## src/rtl/div_unit.sv

```systemverilog
// Multi-cycle restoring divider, signed or unsigned, one quotient bit per clock.
//
// state | meaning
// ------+---------------------------------------------------------------
// IDLE  | waiting for start; results from the last completion are held
// RUN   | one shift-subtract step per edge, WIDTH steps, quotient MSB-first
// FIX   | apply signs, load quotient/remainder outputs
// DONE  | single-cycle done pulse, always returns to IDLE
module div_unit #(
  parameter int WIDTH = 32
) (
  input  logic             clk1,
  input  logic             rst,
  input  logic             start,
  input  logic             is_signed,
  input  logic [WIDTH-1:0] dividend,
  input  logic [WIDTH-1:0] divisor,
  output logic             busy,
  output logic             done,
  output logic [WIDTH-1:0] quotient,
  output logic [WIDTH-1:0] remainder,
  output logic             div_by_zero
);

  localparam int CW = $clog2(WIDTH + 1);
  localparam logic [CW-1:0] LAST_STEP = CW'(WIDTH - 1);

  typedef enum logic [1:0] {
    IDLE = 2'd0,
    RUN  = 2'd1,
    FIX  = 2'd2,
    DONE = 2'd3
  } state_t;

  state_t           state_q, state_d;
  logic [CW-1:0]    cnt_q, cnt_d;
  // Dividend magnitude shifts out MSB-first while quotient bits shift in at the LSB.
  logic [WIDTH-1:0] dvd_q, dvd_d;
  logic [WIDTH-1:0] dvs_q, dvs_d;
  logic [WIDTH:0]   rem_q, rem_d;
  logic             signed_q, signed_d;
  logic             sign_n_q, sign_n_d;
  logic             sign_d_q, sign_d_d;
  logic [WIDTH-1:0] quo_q, quo_d;
  logic [WIDTH-1:0] rmd_q, rmd_d;
  logic             dbz_q, dbz_d;
  logic             busy_q, busy_d;
  logic             done_q, done_d;

  logic [WIDTH:0]   rem_sh;
  logic [WIDTH:0]   rem_sub;
  logic             fits;

  // Next-state, datapath step and output-register computation.
  always_comb begin
    state_d  = state_q;
    cnt_d    = cnt_q;
    dvd_d    = dvd_q;
    dvs_d    = dvs_q;
    rem_d    = rem_q;
    signed_d = signed_q;
    sign_n_d = sign_n_q;
    sign_d_d = sign_d_q;
    quo_d    = quo_q;
    rmd_d    = rmd_q;
    dbz_d    = dbz_q;

    // Partial remainder stays below the divisor, so the shifted value fits WIDTH+1 bits.
    rem_sh  = {rem_q[WIDTH-1:0], dvd_q[WIDTH-1]};
    fits    = (rem_sh >= {1'b0, dvs_q});
    rem_sub = rem_sh - {1'b0, dvs_q};

    unique case (state_q)
      IDLE: begin
        if (start) begin
          signed_d = is_signed;
          sign_n_d = dividend[WIDTH-1];
          sign_d_d = divisor[WIDTH-1];
          // Magnitude of the most negative value is itself when read unsigned.
          dvd_d    = (is_signed && dividend[WIDTH-1]) ? -dividend : dividend;
          dvs_d    = (is_signed && divisor[WIDTH-1])  ? -divisor  : divisor;
          rem_d    = '0;
          cnt_d    = '0;
          if (divisor == '0) begin
            quo_d   = '1;
            rmd_d   = dividend;
            dbz_d   = 1'b1;
            state_d = DONE;
          end else begin
            state_d = RUN;
          end
        end
      end
      RUN: begin
        rem_d = fits ? rem_sub : rem_sh;
        dvd_d = {dvd_q[WIDTH-2:0], fits};
        cnt_d = cnt_q + 1'b1;
        if (cnt_q == LAST_STEP) state_d = FIX;
      end
      FIX: begin
        quo_d   = (signed_q && (sign_n_q ^ sign_d_q)) ? -dvd_q : dvd_q;
        rmd_d   = (signed_q && sign_n_q) ? -rem_q[WIDTH-1:0] : rem_q[WIDTH-1:0];
        dbz_d   = 1'b0;
        state_d = DONE;
      end
      DONE: begin
        state_d = IDLE;
      end
      default: state_d = IDLE;
    endcase

    busy_d = (state_d != IDLE);
    done_d = (state_d == DONE);
  end

  // Single state register; reset wins over everything, including start.
  always_ff @(posedge clk1) begin
    if (rst) begin
      state_q  <= IDLE;
      cnt_q    <= '0;
      dvd_q    <= '0;
      dvs_q    <= '0;
      rem_q    <= '0;
      signed_q <= 1'b0;
      sign_n_q <= 1'b0;
      sign_d_q <= 1'b0;
      quo_q    <= '0;
      rmd_q    <= '0;
      dbz_q    <= 1'b0;
      busy_q   <= 1'b0;
      done_q   <= 1'b0;
    end else begin
      state_q  <= state_d;
      cnt_q    <= cnt_d;
      dvd_q    <= dvd_d;
      dvs_q    <= dvs_d;
      rem_q    <= rem_d;
      signed_q <= signed_d;
      sign_n_q <= sign_n_d;
      sign_d_q <= sign_d_d;
      quo_q    <= quo_d;
      rmd_q    <= rmd_d;
      dbz_q    <= dbz_d;
      busy_q   <= busy_d;
      done_q   <= done_d;
    end
  end

  assign busy        = busy_q;
  assign done        = done_q;
  assign quotient    = quo_q;
  assign remainder   = rmd_q;
  assign div_by_zero = dbz_q;

endmodule

```

## config.mk

```make
export PLATFORM = sky130hd
export DESIGN_NAME = div_unit
export DESIGN_NICKNAME = d
export VERILOG_FILES = /design/src/rtl/div_unit.sv
export SDC_FILE = /design/constraint.sdc
export NUM_CORES = 1
export LEC_CHECK = 0
export CAP_MARGIN = 30
export CORE_MARGIN = 4
export CORE_UTILIZATION = 41
export CTS_CLUSTER_SIZE = 12
export DETAILED_ROUTE_END_ITERATION = 6
export GPL_ROUTABILITY_DRIVEN = 1
export PLACE_DENSITY = 0.66
export SKIP_LAST_GASP = 1
export SLEW_MARGIN = 10
export SYNTH_ARGS = -nofsm -noshare
export SYNTH_HDL_FRONTEND = slang
export SYNTH_SLANG_ARGS = --single-unit
```

## constraint.sdc

```tcl
create_clock -name clk1 -period 3.65 [get_ports clk1]
set_input_delay 0.365 -clock clk1 [delete_from_list [all_inputs] [get_ports clk1]]
set_output_delay 0.365 -clock clk1 [all_outputs]
set_load 0.03 [all_outputs]
```

==> flow_summary.json, run 1 <==
{
  "skew_ps": 17.7,
  "crit_path_max_fanout": 25,
  "cts_tree": "yes",
  "worst_setup_path_end_kind": "flip-flop",
  "maxCapViolCount": 0,
  "fp.dieArea_um2": 29500,
  "finalSetupTns_ps": 0,
  "grt_pass1_wl_mm": 54.7,
  "grt_pass1_vias": 10100,
  "final_common_cell": "nor2_1",
  "drtIter0Drc": 1068,
  "root_buffer": "clkbuf_16",
  "drive_gt1_share_pct": 8.08,
  "rr_startpoint": "rem_q[10]$_SDFFE_PP0P_",
  "drc": 0,
  "finalSetupViolCount": 0,
  "h-tree-depth": 4,
  "p_leak_nw": 4.91,
  "clockBufferDepth": 2,
  "cellPowerDensity_nw_per_um2": 361,
  "core_um2": 26200,
  "fillCellCount": 2512,
  "clk_pin_slew_worst_paths_ps": 70,
  "syn_area_um2": 11000,
  "fin_ws_ps": 536,
  "critPathKind": "reg -> reg",
  "min-delay-start": "rst",
  "syn_inst": 1412,
  "hp-class": "in -> reg",
  "cp.required_ps": 3940,
  "synth.distinct_cells": 63,
  "place_ws_ps": 138,
  "io_buffers": 134,
  "dr.pass1.iters": 7,
  "start_util_pct": 42.0,
  "die_h_um": 172,
  "synthesis.nets": 1518,
  "status": "finished, final reports clean",
  "holdBufCountCts": 0,
  "finalCritPeriodShare_pct": 85.3,
  "viasPerCell": 5.74,
  "syn_avg_cell_area_um2": 7.79,
  "grt_max_degree": 65,
  "cts_setup_buffers": 0,
  "dieWidth_um": 172,
  "post_dp_cell_area_um2": 12800,
  "worst_pin_slew_ps": 951,
  "antenna_found_initial": 0,
  "drt_wl_total_mm": 35.0,
  "yosysSeqAreaShare_pct": 31.7,
  "num_vias": 10700,
  "cts_made_buffers": 17,
  "clock-sinks": 174,
  "setup.worst_path.start": "rem_q[10]$_SDFFE_PP0P_",
  "hpwl_mm": 26.9,
  "grt_use_total_pct": 23.2,
  "grt-ovfl-total": 0,
  "grt_setup_unrepaired": "false",
  "gp_congestion": 0.916,
  "avgRoutedWirePerCell_um": 18.7,
  "min_period_ps": 3110,
  "cts_resized": 0,
  "fmax_ghz": 0.321,
  "clock_latency_ps": 440,
  "synth_edf_count": 0,
  "crit_path_start_kind": "flip-flop",
  "design_area_um2": 13400,
  "ioPinCount": 135,
  "synth_flop_cell": "dfxtp_1",
  "ir_drop_uv": 283,
  "final_cell_mix": "178 x nor2_1, 174 x dfxtp_1, 154 x nand2_1",
  "ant_nets": 0,
  "power_mw": 4.84,
  "yosysWarnings": 0,
  "area_growth_pct": 21.8,
  "slew_headroom_pct": 36.5,
  "slew_violations": 0,
  "hold_viol": 0,
  "antenna_cells": 0,
  "cp.arrival_ps": 3400,
  "async_flop_share_pct": 0,
  "rows": 59,
  "ys_ff_latch": 174,
  "nets": 1628,
  "whs_ps": 356
}
## Yosys cell counts (all sizes together) (4+ instances only)
| cell | instances | share of area, % |
|---|---|---|
| nor2 | 181 | 6.2 |
| dfxtp | 174 | 32 |
| nand2 | 154 | 5.3 |
| o21ai | 102 | 4.6 |
| a21oi | 99 | 4.5 |
| clkbuf | 79 | 2.7 |
| xor2 | 73 | 5.8 |
| xnor2 | 71 | 5.7 |
| inv | 58 | 2.0 |
| ha | 37 | 4.2 |
| a211oi | 35 | 2.4 |
| nor3 | 33 | 1.5 |
| a222oi | 30 | 2.7 |
| a221oi | 24 | 3.2 |
| a31oi | 23 | 1.3 |
| o31ai | 20 | 1.4 |
| nor4 | 19 | 1.4 |
| a311oi | 16 | 1.4 |
| nand3 | 16 | 0.73 |
| buf | 15 | 0.84 |
| nand2b | 15 | 0.85 |
| a32oi | 11 | 0.88 |
| nand4 | 11 | 0.63 |
| and2 | 10 | 0.57 |
| o41ai | 9 | 0.72 |
| or4 | 9 | 0.65 |
| nor2b | 8 | 0.46 |
| a21o | 7 | 0.48 |
| and3 | 7 | 0.40 |
| o211ai | 7 | 0.48 |
| a22oi | 6 | 0.41 |
| or3 | 6 | 0.34 |
| o21a | 5 | 0.34 |
| o21bai | 5 | 0.34 |
| mux2i | 4 | 0.36 |
## per-stage QoR
stage | util, % | std cells
floorplan | - | 1412
CTS | 51.1 | 1870
global route | 51.1 | 1870
detailed placement | 48.8 | 1838
global placement | 48.8 | 1838
finish | 51.1 | 1870
## worst max-delay path, cell delays in order, from the launching register on
cell,delay [ps]
dfxtp_1,400
ha_1,460
and4_1,290
and4_1,240
o21ai_0,90
a21oi_1,240
a221oi_1,120
buf_4,170
o31a_1,250
buf_4,220
a32oi_1,300
o21ai_0,190
## power breakdown
group | switching (mW) | total (mW) | internal [mW]
Sequential | 0.0714 | 2.03 | 1.96
Clock | 0.891 | 1.88 | 0.984
Combinational | 0.559 | 0.928 | 0.368
Total | 1.52 | 4.84 | 3.32
## state kept, by name, summed over array words and instances (netlist names)
name	flops
sign_n_q	1
div_by_zero	1
dvs_q	32
quotient	32
state_q	2
remainder	32
done	1
cnt_q	6
busy	1
rem_q	32
signed_q	1
dvd_q	32
sign_d_q	1
## area by class of cell
| cell class | count | area (um^2) | share of cell area [%] |
|---|---|---|---|
| Clock buffer | 18 | 429 | 3.20 |
| Inverter | 58 | 218 | 1.62 |
| Multi-Input combinational cell | 1086 | 6930 | 51.7 |
| Clock inverter | 14 | 171 | 1.28 |
| Sequential cell | 174 | 3480 | 26.0 |
| Tap cell | 335 | 419 | 3.13 |
| Timing Repair Buffer | 185 | 1750 | 13.0 |
## cell families (layout without fill, tap and decap cells)
group / after synthesis / in the layout / synth area share, %
AO/OA/AOI/OAI: 420 / 420 / 26.8
XOR/XNOR: 144 / 144 / 11.5
adder cells (fa/ha/maj): 38 / 38 / 4.39
buffers and inverters: 152 / 275 / 5.52
flip-flops: 174 / 174 / 31.7
multiplexers: 5 / 5 / 0.466
AND/OR/NAND/NOR: 479 / 479 / 19.7
## layer usage
layer	up-vias	routed length, um	global-route usage [%]	share of wire [%]
li1	5335	-	-	-
met2	328	17000	40.7	48
met1	5024	15200	29.1	43
met3	46	1980	4.09	5.7
met4	0	918	7.14	2.6
met5	-	0	0	0
## worst paths after layout
path                                 end  slack, ps  cells after the start
setup / recovery  rem_q[14]$_SDFFE_PP0P_        540                     11
hold / removal     cnt_q[2]$_SDFFE_PP0P_        360                      2
setup reg to reg  rem_q[14]$_SDFFE_PP0P_        540                     11
hold reg to reg   dvs_q[31]$_SDFFE_PP0P_        460                      2
(Power assumes the default switching activity.)
==> inputs of run 2 (changes only) <==
--- a/config.mk
+++ b/config.mk
@@ -11,6 +11,7 @@
 export CTS_CLUSTER_SIZE = 12
 export DETAILED_ROUTE_END_ITERATION = 6
 export GPL_ROUTABILITY_DRIVEN = 1
+export GPL_TIMING_DRIVEN = 0
 export PLACE_DENSITY = 0.66
 export SKIP_LAST_GASP = 1
 export SLEW_MARGIN = 10
==> constraint.sdc (replaced) <==
create_clock -name clk1 -period 3.5 [get_ports clk1]
set_input_delay 0.35 -clock clk1 [delete_from_list [all_inputs] [get_ports clk1]]
set_output_delay 0.35 -clock clk1 [all_outputs]
set_load 0.03 [all_outputs]
==> run 2 against run 1 <==
Net effect:
- core utilization rose by 0.22 points
- combinational power increased by 7.5%
- design area up 0.44%
- sequential share of layout area shrank 0.11 points
- via count up 3.8%
- sequential cell count is the same
- register-to-register slack got worse by 330 ps
==> flow_summary.json, run 2 (same netlist as run 1, synthesis figures left out) <==
{
  "grt_pass1_vias": 10600,
  "grt_pass1_wl_mm": 59.3,
  "antenna_found_initial": 0,
  "h-tree-depth": 4,
  "hp-class": "reg -> reg",
  "final_common_cell": "nor2_1",
  "fin_ws_ps": 210,
  "whs_ps": 468,
  "antenna_cells": 0,
  "cp.arrival_ps": 3600,
  "worst_pin_slew_ps": 842,
  "io_buffers": 134,
  "dieWidth_um": 172,
  "finalSetupViolCount": 0,
  "path_cells": "ha_1 > and4_1 > and4_1 > o21ai_0 > a21oi_1 > a221oi_4 > o31a_1 > clkbuf_1 > clkbuf_2 > nor2_1 > a21oi_1 > o21ai_0",
  "drtIter0Drc": 964,
  "grt_max_degree": 19,
  "maxCapViolCount": 0,
  "cts_tree": "yes",
  "root_buffer": "clkbuf_16",
  "grtUsageMet1_pct": 32.4,
  "cpMaxStageDelayCell": "dfxtp_1",
  "final_cell_mix": "180 x nor2_1, 174 x dfxtp_1, 154 x nand2_1",
  "ant_nets": 0,
  "drc": 0,
  "fp.dieArea_um2": 29500,
  "clockBufferDepth": 2,
  "grt-ovfl-total": 0,
  "min_period_ps": 3290,
  "area_growth_pct": 22.4,
  "ioPinCount": 135,
  "finalCritPeriodShare_pct": 94.0,
  "cp_slowest_stage_delay_ps": 490,
  "die_h_um": 172,
  "power_mw": 5.10,
  "skew_ps": 16.4,
  "place_ws_ps": -335,
  "start_util_pct": 42.0,
  "ir_drop_uv": 241,
  "viasPerCell": 5.82,
  "rows": 59,
  "clock-sinks": 174,
  "crit_path_start_kind": "flip-flop",
  "grt_setup_unrepaired": "true",
  "holdBufCountCts": 0,
  "cts_made_buffers": 17,
  "grt_use_total_pct": 25.5,
  "fmax_ghz": 0.304,
  "drt_wl_total_mm": 38.1,
  "core_um2": 26200,
  "hpwl_mm": 30.6,
  "worst_setup_path_end_kind": "flip-flop",
  "slew_headroom_pct": 43.9,
  "drive_gt1_share_pct": 5.63,
  "cp.required_ps": 3810,
  "clock_latency_ps": 440,
  "critPathKind": "reg -> reg",
  "hold_viol": 0,
  "slew_violations": 0,
  "clk_pin_slew_worst_paths_ps": 70,
  "p_leak_nw": 4.83,
  "grt.met3_usage_pct": 3.06,
  "gp_congestion": 0.989,
  "cellPowerDensity_nw_per_um2": 379,
  "nets": 1673,
  "use_met2_pct": 43.5,
  "grt_busiest_layer": "met2",
  "avgRoutedWirePerCell_um": 19.9,
  "crit_path_max_fanout": 10,
  "dr.pass1.iters": 6,
  "num_vias": 11100,
  "status": "finished, final reports clean"
}
run 2: path summary, 6_finish.rpt:
| kind | from | endpoint | slack (ps) | cells past startpoint |
|---|---|---|---|---|
| worst min register to register | dvs_q[31]$_SDFFE_PP0P_ | dvs_q[31]$_SDFFE_PP0P_ | 470 | 2 |
| worst min-delay path | dvs_q[31]$_SDFFE_PP0P_ | dvs_q[31]$_SDFFE_PP0P_ | 470 | 2 |
| worst max register to register | rem_q[10]$_SDFFE_PP0P_ | rem_q[8]$_SDFFE_PP0P_ | 210 | 12 |
| worst max-delay path | rem_q[10]$_SDFFE_PP0P_ | rem_q[8]$_SDFFE_PP0P_ | 210 | 12 |
run 2: metrics by stage:
step                      setup TNS [ps]  cells  instance area, um^2  utilization (%)
after global placement            -10540   1881                12800             48.7
after floorplan                        0   1412                11000                -
final                                  0   1915                13500             51.3
after CTS                              0   1913                13400             51.1
after global routing               -45.4   1915                13500             51.3
after detailed placement          -12070   1881                12800             48.7
run 2: critical path: cells and delay by family, from the launching register on:
family	cells	cell delay, ps
compound gates	6	1060
flops	1	490
fa+ha+maj	1	370
buf+inv	2	650
simple gates	3	600
run 2: where the power goes:
part / total (mW) / switching (mW) / leakage, nW / internal (mW)
Sequential: 2.13 / 0.0798 / 1.41 / 2.05
Combinational: 0.998 / 0.620 / 3.12 / 0.378
Clock: 1.97 / 0.933 / 0.295 / 1.04
run 2: cell type report:
type	count	area [um^2]
clock inverter	14	168
clock buffer	18	439
buffer	91	382
tap	335	419
inverter	58	218
sequential	174	3480
timing repair buffer	139	1380
fill	2577	12700
multi-input combinational	1086	6970
run 2: timing repair:
item	4_1_cts	5_1_grt
setup buffers	0	5
endpoints found under the hold margin	0	0
gates resized for setup	3	12
endpoints found under the setup margin	22	35
pin swaps	0	3
run 2: layer usage:
metal | wire length [um] | share of wire (%)
met2 | 18300 | 48
met1 | 16100 | 42
met4 | 1740 | 4.6
met5 | 0 | 0
met3 | 1940 | 5.1
==> RTL change (settings of run 2) <==
Reset style: asynchronous (`rst`), changed in one clocked block.
--- a/src/rtl/div_unit.sv
+++ b/src/rtl/div_unit.sv
@@ -116,3 +116,3 @@
   // Single state register; reset wins over everything, including start.
-  always_ff @(posedge clk1) begin
+  always_ff @(posedge clk1 or posedge rst) begin
     if (rst) begin
Check against the original RTL: differs if rst is asserted again (counterexample within 4 cycles, from zero or initial values and one cycle with rst high); with rst held inactive, the same outputs for 4 cycles.
==> RTL change against run 2 <==
- area after synthesis is 4.1% higher
- utilization is 0.074 points higher
- routed wire length is 12% lower
- design area is 3.8% higher
- setup slack worse by 0.036 ns
- sequential cell count stayed put
Power is not compared: it rests on default switching activity, and its combinational part moved more than twofold at a synthesized area within 25%.
==> RTL change: results (changes against run 2) <==
metric	value	unit	change
Synth Flop Type	dfrtp_1		
top cells by area, synth	dfrtp_1, o21ai_0, xnor2_1, nand2_1, xor2_1		
cells after synthesis	1355		-4.0%
share of synthesized registers carrying an async set or reset	100	%	+100 points
Repair and plain buffers	213		-7.4%
sequential cell area share	31.2	%	+5.3 points
outcome	finished clean		
Place WS	-0.0914	ns	+0.244 ns
Min Hold Slack	0.207	ns	-0.262 ns
Leak	5.60	nW	
first-pass GRT wire length	54.3	mm	-8.4%
multi-input combinational area share	47.1	%	-4.7 points
fin crit period	3.33	ns	+0.0362 ns
VDD IR max	375	µV	
Clk pin slew, worst setup/hold paths	0.08	ns	
Non-CTS inverters	54		-6.9%
Worst Setup SP	dvd_q[31]		
Worst Clk Skew	0.0158	ns	-0.000543 ns
Area growth syn-to-layout	22.1	%	
final wirelength	33.4	mm	-12%
drt first pass iters	5		-1
pin slew with the least headroom to its limit	0.908	ns	+0.0663 ns
NonClk Buf Share	12.8	%	-0.27 points
crit path max fanout	4		-6
DRT iter0 DRCs	834		-13%
fillers	2651		+2.9%
Worst Hold Class	input pin to asynchronous set/reset pin		
share of post-route cells with drive strength above 1	4.72	%	-0.92 points
r2r endpoint	rem_q[28]		
core area	27200	µm²	+3.7%
top cells by count, synth	nand2_1, dfrtp_1, o21ai_0		
Placed Instances	1867		-0.74%
placed cell areas	13400	µm²	+4.8%
count of flip-flops and latches	174		unchanged
Distinct cells, synth	63		unchanged
multi-input combinational gate total	1054		-2.9%
post-synth net total	1461		-3.8%
Nets	1620		-3.2%
GPL Wtd Cong	0.879		-11%
clk tree area frac	4.13	%	-0.38 points
R2R Setup Slk	0.17	ns	-0.04 ns
GRT Total Usage	21.9	%	-3.6 points
Vias	10224		-8.3%
highest-delay cell along the critical path	dfrtp_2		
Via density	5.38		-7.5%
DRC Markers	0		unchanged
WP data arrival	3.62	ns	+0.02 ns
RTL change: changes by cell type after synthesis, sizes merged, moves of 13 or more:
| cell | before | now |
|---|---|---|
| mux2i | 4 | 53 |
| a22oi | 6 | 29 |
| dfxtp | 174 | 0 |
| a31oi | 23 | 10 |
| dfrtp | 0 | 174 |
| a222oi | 30 | 0 |
| a311oi | 16 | 0 |
| nor3 | 33 | 60 |
| a211oi | 35 | 0 |
| a221oi | 24 | 1 |
| nor2 | 181 | 89 |
| nand2 | 154 | 182 |
| clkbuf | 79 | 56 |
| o21ai | 102 | 165 |
RTL change: logic make-up after synthesis:
group / share of synthesized area, %
xor gates and xnor gates: 11.2
adders and majority gates: 4.22
and+or+nand+nor: 16.9
muxes: 4.73
buffers and inverters: 4.66
AOI/OAI and AO/OA: 20.3
DFF: 38.0
RTL change: layer usage:
metal | vias up | share of wire [%] | global-route usage (%)
met5 | - | 0 | 0
met4 | 0 | 1.6 | 5.07
met3 | 30 | 4.4 | 3.14
met2 | 274 | 48 | 37.4
met1 | 4780 | 46 | 29.7
li1 | 5140 | - | -
RTL change: power breakdown:
| group | internal, mW | switching, mW | leakage (nW) |
|---|---|---|---|
| clock | 0.951 | 0.913 | 0.276 |
| combinational | 3.50 | 4.70 | 3.25 |
| sequential | 2.99 | 1.05 | 2.07 |
| total | 7.44 | 6.66 | 5.60 |
RTL change: critical path, delay by kind of cell (launching register included):
kind | cells | cell delay (ns)
AO/OA/AOI/OAI | 7 | 1.37
XOR/XNOR | 1 | 0.18
AND/OR/NAND/NOR | 1 | 0.46
buffers and inverters | 2 | 0.13
flip-flops | 1 | 0.49
adder cells (fa/ha/maj) | 2 | 0.56
